[src/rtl/alu_result_packer.sv]
// Serialises each ALU result into a header byte plus LSB-first data bytes,
// with a one-entry pending buffer and overrun accounting for dropped results.
module alu_result_packer #(
   parameter int RES_WIDTH = 32
) (
   input  logic                 CLK,
   input  logic                 RST,
   input  logic [RES_WIDTH-1:0] Arith_OUT,
   input  logic                 Carry_OUT,
   input  logic                 Arith_Flag,
   output logic [7:0]           TX_DATA,
   output logic                 TX_VALID,
   input  logic                 TX_READY,
   output logic                 BUSY,
   output logic                 OVERRUN,
   output logic [7:0]           DROP_CNT,
   input  logic                 OVR_CLR
);

   localparam int NUM_BYTES = RES_WIDTH / 8;
   localparam int IDX_W     = (NUM_BYTES > 1) ? $clog2(NUM_BYTES) : 1;
   localparam logic [IDX_W-1:0] LAST_IDX = IDX_W'(NUM_BYTES - 1);

   typedef enum logic [1:0] {IDLE, HDR, DATA} state_t;

   state_t                 r_state,      w_state_nxt;
   logic [IDX_W-1:0]       r_idx,        w_idx_nxt;
   logic [RES_WIDTH-1:0]   r_act_data,   w_act_data_nxt;
   logic                   r_pend_valid, w_pend_valid_nxt;
   logic [RES_WIDTH-1:0]   r_pend_data,  w_pend_data_nxt;
   logic                   r_pend_carry, w_pend_carry_nxt;
   logic                   r_drop_pend,  w_drop_pend_nxt;
   logic [7:0]             r_tx_data,    w_tx_data_nxt;
   logic                   r_tx_valid,   w_tx_valid_nxt;
   logic                   r_overrun,    w_overrun_nxt;
   logic [7:0]             r_drop_cnt,   w_drop_cnt_nxt;

   logic                   w_accept;
   logic                   w_load;
   logic                   w_drop;
   logic [RES_WIDTH-1:0]   w_load_data;
   logic                   w_load_carry;
   logic [IDX_W-1:0]       w_idx_inc;
   logic [7:0]             w_bytes [NUM_BYTES];

   genvar gi;
   generate
      for (gi = 0; gi < NUM_BYTES; gi++) begin : g_bytes
         assign w_bytes[gi] = r_act_data[gi*8 +: 8];
      end
   endgenerate

   assign w_accept  = r_tx_valid & TX_READY;
   assign w_idx_inc = r_idx + 1'b1;

   always_comb begin
      w_state_nxt      = r_state;
      w_idx_nxt        = r_idx;
      w_act_data_nxt   = r_act_data;
      w_pend_valid_nxt = r_pend_valid;
      w_pend_data_nxt  = r_pend_data;
      w_pend_carry_nxt = r_pend_carry;
      w_drop_pend_nxt  = r_drop_pend;
      w_tx_data_nxt    = r_tx_data;
      w_tx_valid_nxt   = r_tx_valid;
      w_overrun_nxt    = r_overrun;
      w_drop_cnt_nxt   = r_drop_cnt;
      w_load           = 1'b0;
      w_drop           = 1'b0;
      w_load_data      = Arith_OUT;
      w_load_carry     = Carry_OUT;

      case (r_state)
         IDLE: begin
            if (Arith_Flag) w_load = 1'b1;
         end
         HDR: begin
            if (w_accept) begin
               w_state_nxt   = DATA;
               w_idx_nxt     = '0;
               w_tx_data_nxt = w_bytes[0];
            end
         end
         DATA: begin
            if (w_accept) begin
               if (r_idx == LAST_IDX) begin
                  // Frame done: pending result has priority over a fresh one.
                  if (r_pend_valid) begin
                     w_load           = 1'b1;
                     w_load_data      = r_pend_data;
                     w_load_carry     = r_pend_carry;
                     w_pend_valid_nxt = Arith_Flag;
                     w_pend_data_nxt  = Arith_OUT;
                     w_pend_carry_nxt = Carry_OUT;
                  end else if (Arith_Flag) begin
                     w_load = 1'b1;
                  end else begin
                     w_state_nxt    = IDLE;
                     w_tx_valid_nxt = 1'b0;
                  end
               end else begin
                  w_idx_nxt     = w_idx_inc;
                  w_tx_data_nxt = w_bytes[w_idx_inc];
               end
            end
         end
         default: begin
            w_state_nxt    = IDLE;
            w_tx_valid_nxt = 1'b0;
         end
      endcase

      if (Arith_Flag && (r_state != IDLE) && !w_load) begin
         if (!r_pend_valid) begin
            w_pend_valid_nxt = 1'b1;
            w_pend_data_nxt  = Arith_OUT;
            w_pend_carry_nxt = Carry_OUT;
         end else begin
            w_drop = 1'b1;
         end
      end

      if (w_load) begin
         w_state_nxt     = HDR;
         w_tx_valid_nxt  = 1'b1;
         w_act_data_nxt  = w_load_data;
         w_tx_data_nxt   = {4'b1010, 1'b0, r_drop_pend, (w_load_data == '0), w_load_carry};
         w_drop_pend_nxt = 1'b0;
      end
      if (w_drop) w_drop_pend_nxt = 1'b1;

      // A clear coinciding with a drop leaves exactly that one drop recorded.
      if (OVR_CLR) begin
         w_overrun_nxt  = w_drop;
         w_drop_cnt_nxt = {7'd0, w_drop};
      end else if (w_drop) begin
         w_overrun_nxt = 1'b1;
         if (r_drop_cnt != 8'hFF) w_drop_cnt_nxt = r_drop_cnt + 8'd1;
      end
   end

   always_ff @(posedge CLK or negedge RST) begin
      if (!RST) begin
         r_state      <= IDLE;
         r_idx        <= '0;
         r_act_data   <= '0;
         r_pend_valid <= 1'b0;
         r_pend_data  <= '0;
         r_pend_carry <= 1'b0;
         r_drop_pend  <= 1'b0;
         r_tx_data    <= 8'h00;
         r_tx_valid   <= 1'b0;
         r_overrun    <= 1'b0;
         r_drop_cnt   <= 8'h00;
      end else begin
         r_state      <= w_state_nxt;
         r_idx        <= w_idx_nxt;
         r_act_data   <= w_act_data_nxt;
         r_pend_valid <= w_pend_valid_nxt;
         r_pend_data  <= w_pend_data_nxt;
         r_pend_carry <= w_pend_carry_nxt;
         r_drop_pend  <= w_drop_pend_nxt;
         r_tx_data    <= w_tx_data_nxt;
         r_tx_valid   <= w_tx_valid_nxt;
         r_overrun    <= w_overrun_nxt;
         r_drop_cnt   <= w_drop_cnt_nxt;
      end
   end

   assign TX_DATA  = r_tx_data;
   assign TX_VALID = r_tx_valid;
   assign BUSY     = (r_state != IDLE) || r_pend_valid;
   assign OVERRUN  = r_overrun;
   assign DROP_CNT = r_drop_cnt;

endmodule

[config.mk]
export PLATFORM = sky130hd
export DESIGN_NAME = alu_result_packer
export DESIGN_NICKNAME = d
export VERILOG_FILES = /design/src/rtl/alu_result_packer.sv
export SDC_FILE = /design/constraint.sdc
export NUM_CORES = 1
export LEC_CHECK = 0
export BUFFER_PORTS_ARGS = -buffer_cell sky130_fd_sc_hd__buf_2
export CAP_MARGIN = 20
export CORE_MARGIN = 3
export CORE_UTILIZATION = 60
export DETAILED_ROUTE_END_ITERATION = 16
export PLACE_DENSITY = 0.82
export SETUP_SLACK_MARGIN = 0.3
export SKIP_CTS_REPAIR_TIMING = 1
export SYNTH_ARGS = -nofsm -noshare
export SYNTH_HDL_FRONTEND = slang
export SYNTH_SLANG_ARGS = --single-unit
[constraint.sdc]
create_clock -name CLK -period 3 [get_ports CLK]
set_input_delay 0.6 -clock CLK [delete_from_list [all_inputs] [get_ports CLK]]
set_output_delay 0.6 -clock CLK [all_outputs]
set_load 0.02 [all_outputs]
Word level (Yosys, flattened, before mapping)

Index checks and enable logic that the tools add are counted.

Bitwise gates (word level): 2
Add/subtract/negate cells: 2
Magnitude comparators: 1
Reductions and logical operators: 18
Multiplexer cells: 65
Eq/ne operators: 15

Operators by type and width:

| operator                                            | count |
|---|---|
| two-way mux 32 bit                                  | 10 |
| two-way mux 8 bit                                   | 9 |
| zero test 32 bit                                    | 1 |
| two-way mux 1 bit                                   | 31 |
| two-way mux 2 bit                                   | 9 |
| inequality test 3 bit, second input constant        | 6 |
| binary-select mux 8 bit (select 2 bit)              | 1 |
| case mux 8 bit (2 select lines)                     | 1 |
| nonzero test 2 bit                                  | 5 |
| adder 8 x 1 -> 8 bit, second input constant         | 1 |
| inequality test 2 bit, second input constant        | 4 |
| inequality test 8 bit, second input constant        | 1 |
| AND reduction 4 bit                                 | 2 |
| case mux 2 bit (3 select lines)                     | 1 |
| AND reduction 6 bit                                 | 1 |
| AND reduction 5 bit                                 | 1 |
| equality test 2 bit, second input constant          | 2 |
| case mux 1 bit (2 select lines)                     | 2 |
| case mux 2 bit (2 select lines)                     | 1 |
| >= comparator 3 bit, second input constant          | 1 |
| NOT 2 -> 3 bit                                      | 1 |
| nonzero test 3 bit                                  | 1 |
| adder 2 x 1 -> 2 bit, second input constant         | 1 |
| equality test 2 x 1 -> 1 bit, second input constant | 1 |
| 8 further kinds                                     | 9 |

Output and inout bits: 19
Logic and storage cells: 114
Register bits after elaboration: 89
Input bits: 38

Longest topological paths before layout

Depth after elaboration: 10
Depth in mapped cells: 7
Mapped depth without buffers: 6

Worst setup path after synthesis

No wires, ideal clock.

Kind: input to register
Start: input TX_READY
End: register r_pend_data[21]
Data arrival time: 1.824 ns
Library setup time: 0.125 ns
Path slack: 1.051 ns
Data required time: 2.875 ns
Stages on the path: 5
Path buffers: 1
Cell sequence: nand3_2 a22o_1 a22oi_2 buf_4 mux2_2

Cells in the longest elaborated chain, start to end: 6
Elaborated cells between the ends (all ways): 9
Those cells by class: mux (6); bitwise (1); reduce/logical (2)

RTL lines:

| item                            | RTL line | RTL |
|---|---|---|
| start, declared                 | 13       | `input logic TX_READY,` |
| bitwise AND 1 bit *             | 53       | `assign w_accept = r_tx_valid & TX_READY;` |
| two-way mux 1 bit               | 85       | `if (w_accept) begin` |
| case mux 1 bit (2 select lines) | 73       | `case (r_state)` |
| zero test 1 bit                 | 113      | `if (Arith_Flag && (r_state != IDLE) && !w_load) begin` |
| logical AND 1 bit               | 113      |  |
| two-way mux 32 bit *            | 113      |  |
| net w_pend_data_nxt[21]         | 30       | `logic [RES_WIDTH-1:0] r_pend_data, w_pend_data_nxt;` |
| end signal, assigned            | 160      | `r_pend_data <= w_pend_data_nxt;` |
| end, declared                   | 30       |  |

The timed path passes the listed nets; every way through them passes the cells marked *.
A chain may end at the register's enable or synchronous reset.

Final worst setup path

Start: register r_idx[1]
End: register r_pend_data[6]

Cells in the longest elaborated chain, start to end: 7
Elaborated cells between the ends (all ways): 11
Those cells by class: eq/ne (1); mux (8); reduce/logical (2)

RTL lines:

| item                            | RTL line | RTL |
|---|---|---|
| start, declared                 | 27       | `logic [IDX_W-1:0] r_idx, w_idx_nxt;` |
| start signal, assigned          | 157      | `r_idx <= w_idx_nxt;` |
| equality test 2 bit *           | 86       | `if (r_idx == LAST_IDX) begin` |
| two-way mux 1 bit               | 86       |  |
| two-way mux 1 bit               | 85       |  |
| case mux 1 bit (2 select lines) | 73       |  |
| zero test 1 bit                 | 113      |  |
| logical AND 1 bit               | 113      |  |
| two-way mux 32 bit *            | 113      |  |
| net w_pend_data_nxt[6]          | 30       |  |

Marked as above.

==> impl.org <==
** Setup path
- Along the worst path, the maximum fanout reaches 33.
- Worst EP arrival :: 2490 ps
- Type of the worst setup path :: register to register
- Kind of capture point of the worst setup path :: register
- Sequence of cells on the critical path :: ha_1 -> nand3_2 -> a22o_1 -> a22oi_2 -> buf_4 -> mux2_2
- At the worst endpoint, the required time is 3240 ps.
- Crit path max-delay cell type :: sky130_fd_sc_hd__buf_4
- The worst setup path is launched from a register.
- In this design, the stage delay of the slowest critical-path cell is 420 ps.

** CTS
- Clock slew at reported path FFs :: 80 ps
- The cell sitting at the root of the clock tree is a sky130_fd_sc_hd__clkbuf_8.
- Clock tree from TritonCTS :: done
- Counting every sink on the clock net gives 89.
- Clock latency at the later pin of the worst-skew pair :: 360 ps
- Number of buffers created by CTS :: 9
- The H-tree generated during clock tree synthesis spans 3 levels.
- The longest clock path from root to sink contains 2 buffers.

** Routing
- Total DRC errors in the routed layout :: 0
- After detailed routing, the average wire length per cell comes to 17.3 µm.
- Post-Route WL :: 9580 µm
- Iteration count of the initial detailed-routing pass :: 6
- In the routed layout, each cell is associated on average with a via count of 6.03.
- The routed layout has 3334 vias.
- The count of nets left with antenna violations once routing finished came out at 0.
- The detailed router finished its first iteration with 220 violations.

** Die
- The floorplan step defined a die boundary enclosing 0.00829 mm².
- The initialized floorplan defines 30 standard-cell rows.
- Boundary Pins :: 57
- The region available for standard cell placement spans 0.00691 mm².
- The die is 91.0 µm wide.
- Die span in y :: 91.0 µm
- Starting Density :: 62.8%

** Power
- Of the total power, the share spent switching nets is 39.0%.
- In this run the static leakage power is 2.03 nW.
- The clock network is responsible for 16.8% of the overall power.
- P_sw :: 0.00185 W
- Internal Power :: 0.00289 W
- Combinational cells account for 37.7% of the total power.
- VDD sags by at most 0.000478 V.
- Sequential share of power :: 45.4%
- PwrDens :: 970 mW/mm²

** Timing
- Sum of negative setup slack :: 0 ps
- Post-route clock skew :: 10.8 ps
- Number of max-slew violations in the final report :: 0
- Setup repair after global routing left no endpoint under its margin.
- Post-route minimum period :: 2250 ps
- Setup violations remaining at the end of the flow were counted as 0.
- Fin. Hold Viols :: 0
- For the pin with the worst max-slew slack, the measured transition is 537 ps.
- Post-route fraction of the period consumed by the critical path :: 75.0%
- Across all hold checks on the routed design, the worst slack comes to 215 ps.
- Peak clock frequency supported by timing :: 0.444 GHz
- Relative slew slack :: 63.9%

** Synthesis
- Post-synthesis cell count :: 402
- Sequential share of the synthesized area :: 51.3%
- Share of the synthesized area in the top cell type :: 51.3%
- Simple-gate portion of the synthesized area :: 13.4%
- Of all flip-flops after synthesis, the portion carrying an async set or reset was 100%.
- Post-synth EDFFs :: 0
- The netlist uses 44 different library cells.
- Dominant combinational cell family by area after synthesis :: multiplexers
- Post-Synth Adder-Cell Area :: 0.577%
- The Yosys step of the flow raised 0 warnings.
- Counting flops and latches in the post-synthesis netlist gives 89.
- Xor-xnor portion of the synthesized cell area :: 0.606%
- In the post-synthesis netlist, the biggest area contributors are sky130_fd_sc_hd__dfrtp_1 (51%), sky130_fd_sc_hd__mux2i_1 (9.7%), sky130_fd_sc_hd__mux2_2 (7.0%).
- Cell taking the most area after synthesis :: sky130_fd_sc_hd__dfrtp_1
- Compound-gate portion of the synthesized area :: 11.9%
- Prevailing post-synth register cell :: sky130_fd_sc_hd__dfrtp_1
- Portion of netlist area occupied by mux cells :: 18.8%
- After synthesis the cells add up to 0.00434 mm².
- Dividing the synthesized area by the synthesized cell count gives 10.8 µm².
- The number of nets in the synthesized netlist is 442.

** Placement
- The congestion estimate from routability-driven global placement came to 0.821.
- Detailed placement HPWL :: 6870 µm
- Number of buffers inserted by port buffering :: 56

** Global routing
- Overall routing resource usage :: 24.2%
- Number of antenna violations at the first check in global routing :: 0
- Via count of the first global-routing pass :: 3166
- The first global-routing pass estimated 15900 µm of wire.
- Maximum number of pins on one net before global-route repair :: 51
- Total congestion overflow :: 0

** Final layout
- Most frequent standard cell in the layout excluding fill and tap cells :: sky130_fd_sc_hd__dfrtp_1
- Area growth from synthesis to layout :: 12.5%
- In the layout the commonest cells are sky130_fd_sc_hd__dfrtp_1 (89), sky130_fd_sc_hd__buf_2 (55), sky130_fd_sc_hd__nor2_1 (48).
- The post-route netlist has 24.5% of its cells at a drive strength greater than 1.
- At the end of the flow, the number of nets in the layout was 493.
- N_diodes :: 0

** Status
- The flow ran to the end, and the final reports show no timing, DRC or antenna violations.

** Job
- The tool flagged a number of max-cap violations equal to 0.

** Hold path
- The min-delay analysis places its worst path in the category primary input to asynchronous set/reset pin.
-- area by class of cell --
cell class	instances	area (µm²)
sequential	89	2230
inverter	9	33.8
tap	96	120
clock buffer	10	128
clock inverter	5	57.6
fill	525	2020
timing repair buffer	62	353
multi-input combinational	282	1960
-- cell families after synthesis --
logic type      after synthesis
compound gates               83
xor+xnor                      3
fa+ha+maj                     2
buf+inv                      31
flops                        89
mux                          77
simple gates                117
-- stage by stage --
step           std cells  power [W]  utilization, %  setup slack (ps)  area [µm²]
6_report             553    0.00474            70.7               750        4880
5_1_grt              553    0.00507            70.7               626        4880
4_1_cts              553    0.00474            70.7               763        4880
3_5_place_dp         538    0.00395            68.0               710        4700
3_3_place_gp         538    0.00382            68.0               762        4700
2_1_floorplan        402    0.00344               -              1050        4340
-- sequential cells by signal, indices dropped and copies added (netlist names) --
signal / cells
r_act_data: 32
r_state: 2
TX_VALID: 1
r_pend_data: 32
OVERRUN: 1
r_pend_valid: 1
r_drop_pend: 1
r_pend_carry: 1
DROP_CNT: 8
TX_DATA: 8
r_idx: 2
-- power by group through the flow --
stage | registers [W] | logic [W] | clock network [W]
after floorplan | 0.00210 | 0.00133 | 0
after global placement | 0.00213 | 0.00169 | 0
after detailed placement | 0.00217 | 0.00178 | 0
after CTS | 0.00214 | 0.00179 | 0.000808
after global routing | 0.00221 | 0.00200 | 0.000860
final | 0.00215 | 0.00179 | 0.000797
-- per-layer routing --
layer,vias to the layer above,wire [µm],track usage [%]
met5,-,0,0
met2,105,4640,38.0
met1,1651,4330,34.8
met4,0,51,5.40
met3,6,559,5.22
li1,1572,-,-
-- synthesized netlist by cell type (5+ instances only) --
master / n
sky130_fd_sc_hd__dfrtp_1: 89
sky130_fd_sc_hd__nor2_1: 48
sky130_fd_sc_hd__a21oi_1: 46
sky130_fd_sc_hd__mux2i_1: 42
sky130_fd_sc_hd__mux2_2: 27
sky130_fd_sc_hd__nor4_1: 22
sky130_fd_sc_hd__nand2_1: 13
sky130_fd_sc_hd__inv_1: 9
sky130_fd_sc_hd__buf_2: 8
sky130_fd_sc_hd__mux2_1: 8
sky130_fd_sc_hd__nand3_1: 8
sky130_fd_sc_hd__o22ai_1: 8
sky130_fd_sc_hd__clkbuf_1: 7
sky130_fd_sc_hd__buf_4: 6
sky130_fd_sc_hd__nor2b_1: 6
sky130_fd_sc_hd__nor3_1: 6
sky130_fd_sc_hd__o21ai_0: 6
sky130_fd_sc_hd__nand4_1: 5
-- worst max-delay path, delay by kind of cell, from the launching register on --
family,cells,cell delay [ps]
AO/OA/AOI/OAI,2,420
flip-flops,1,380
adder cells (fa/ha/maj),1,260
AND/OR/NAND/NOR,1,240
buffers and inverters,1,420
multiplexers,1,410
-- path summary, 6_finish.rpt --
check / end / cells past startpoint / from / slack [ps]
worst max-delay path: r_pend_data[6]$_DFF_PN0_ / 6 / r_idx[1]$_DFFE_PN0P_ / 750
worst min-delay path: DROP_CNT[3]$_DFFE_PN0P_ / 1 / RST / 210
worst max register to register: r_pend_data[6]$_DFF_PN0_ / 6 / r_idx[1]$_DFFE_PN0P_ / 750
worst min register to register: TX_DATA[6]$_DFFE_PN0P_ / 2 / TX_DATA[6]$_DFFE_PN0P_ / 480
max in group asynchronous: r_pend_data[22]$_DFF_PN0_ / 2 / RST / 2140
min in group CLK: r_pend_data[27]$_DFF_PN0_ / 2 / Arith_OUT[27] / 480
Power figures use the tool's default switching activity.
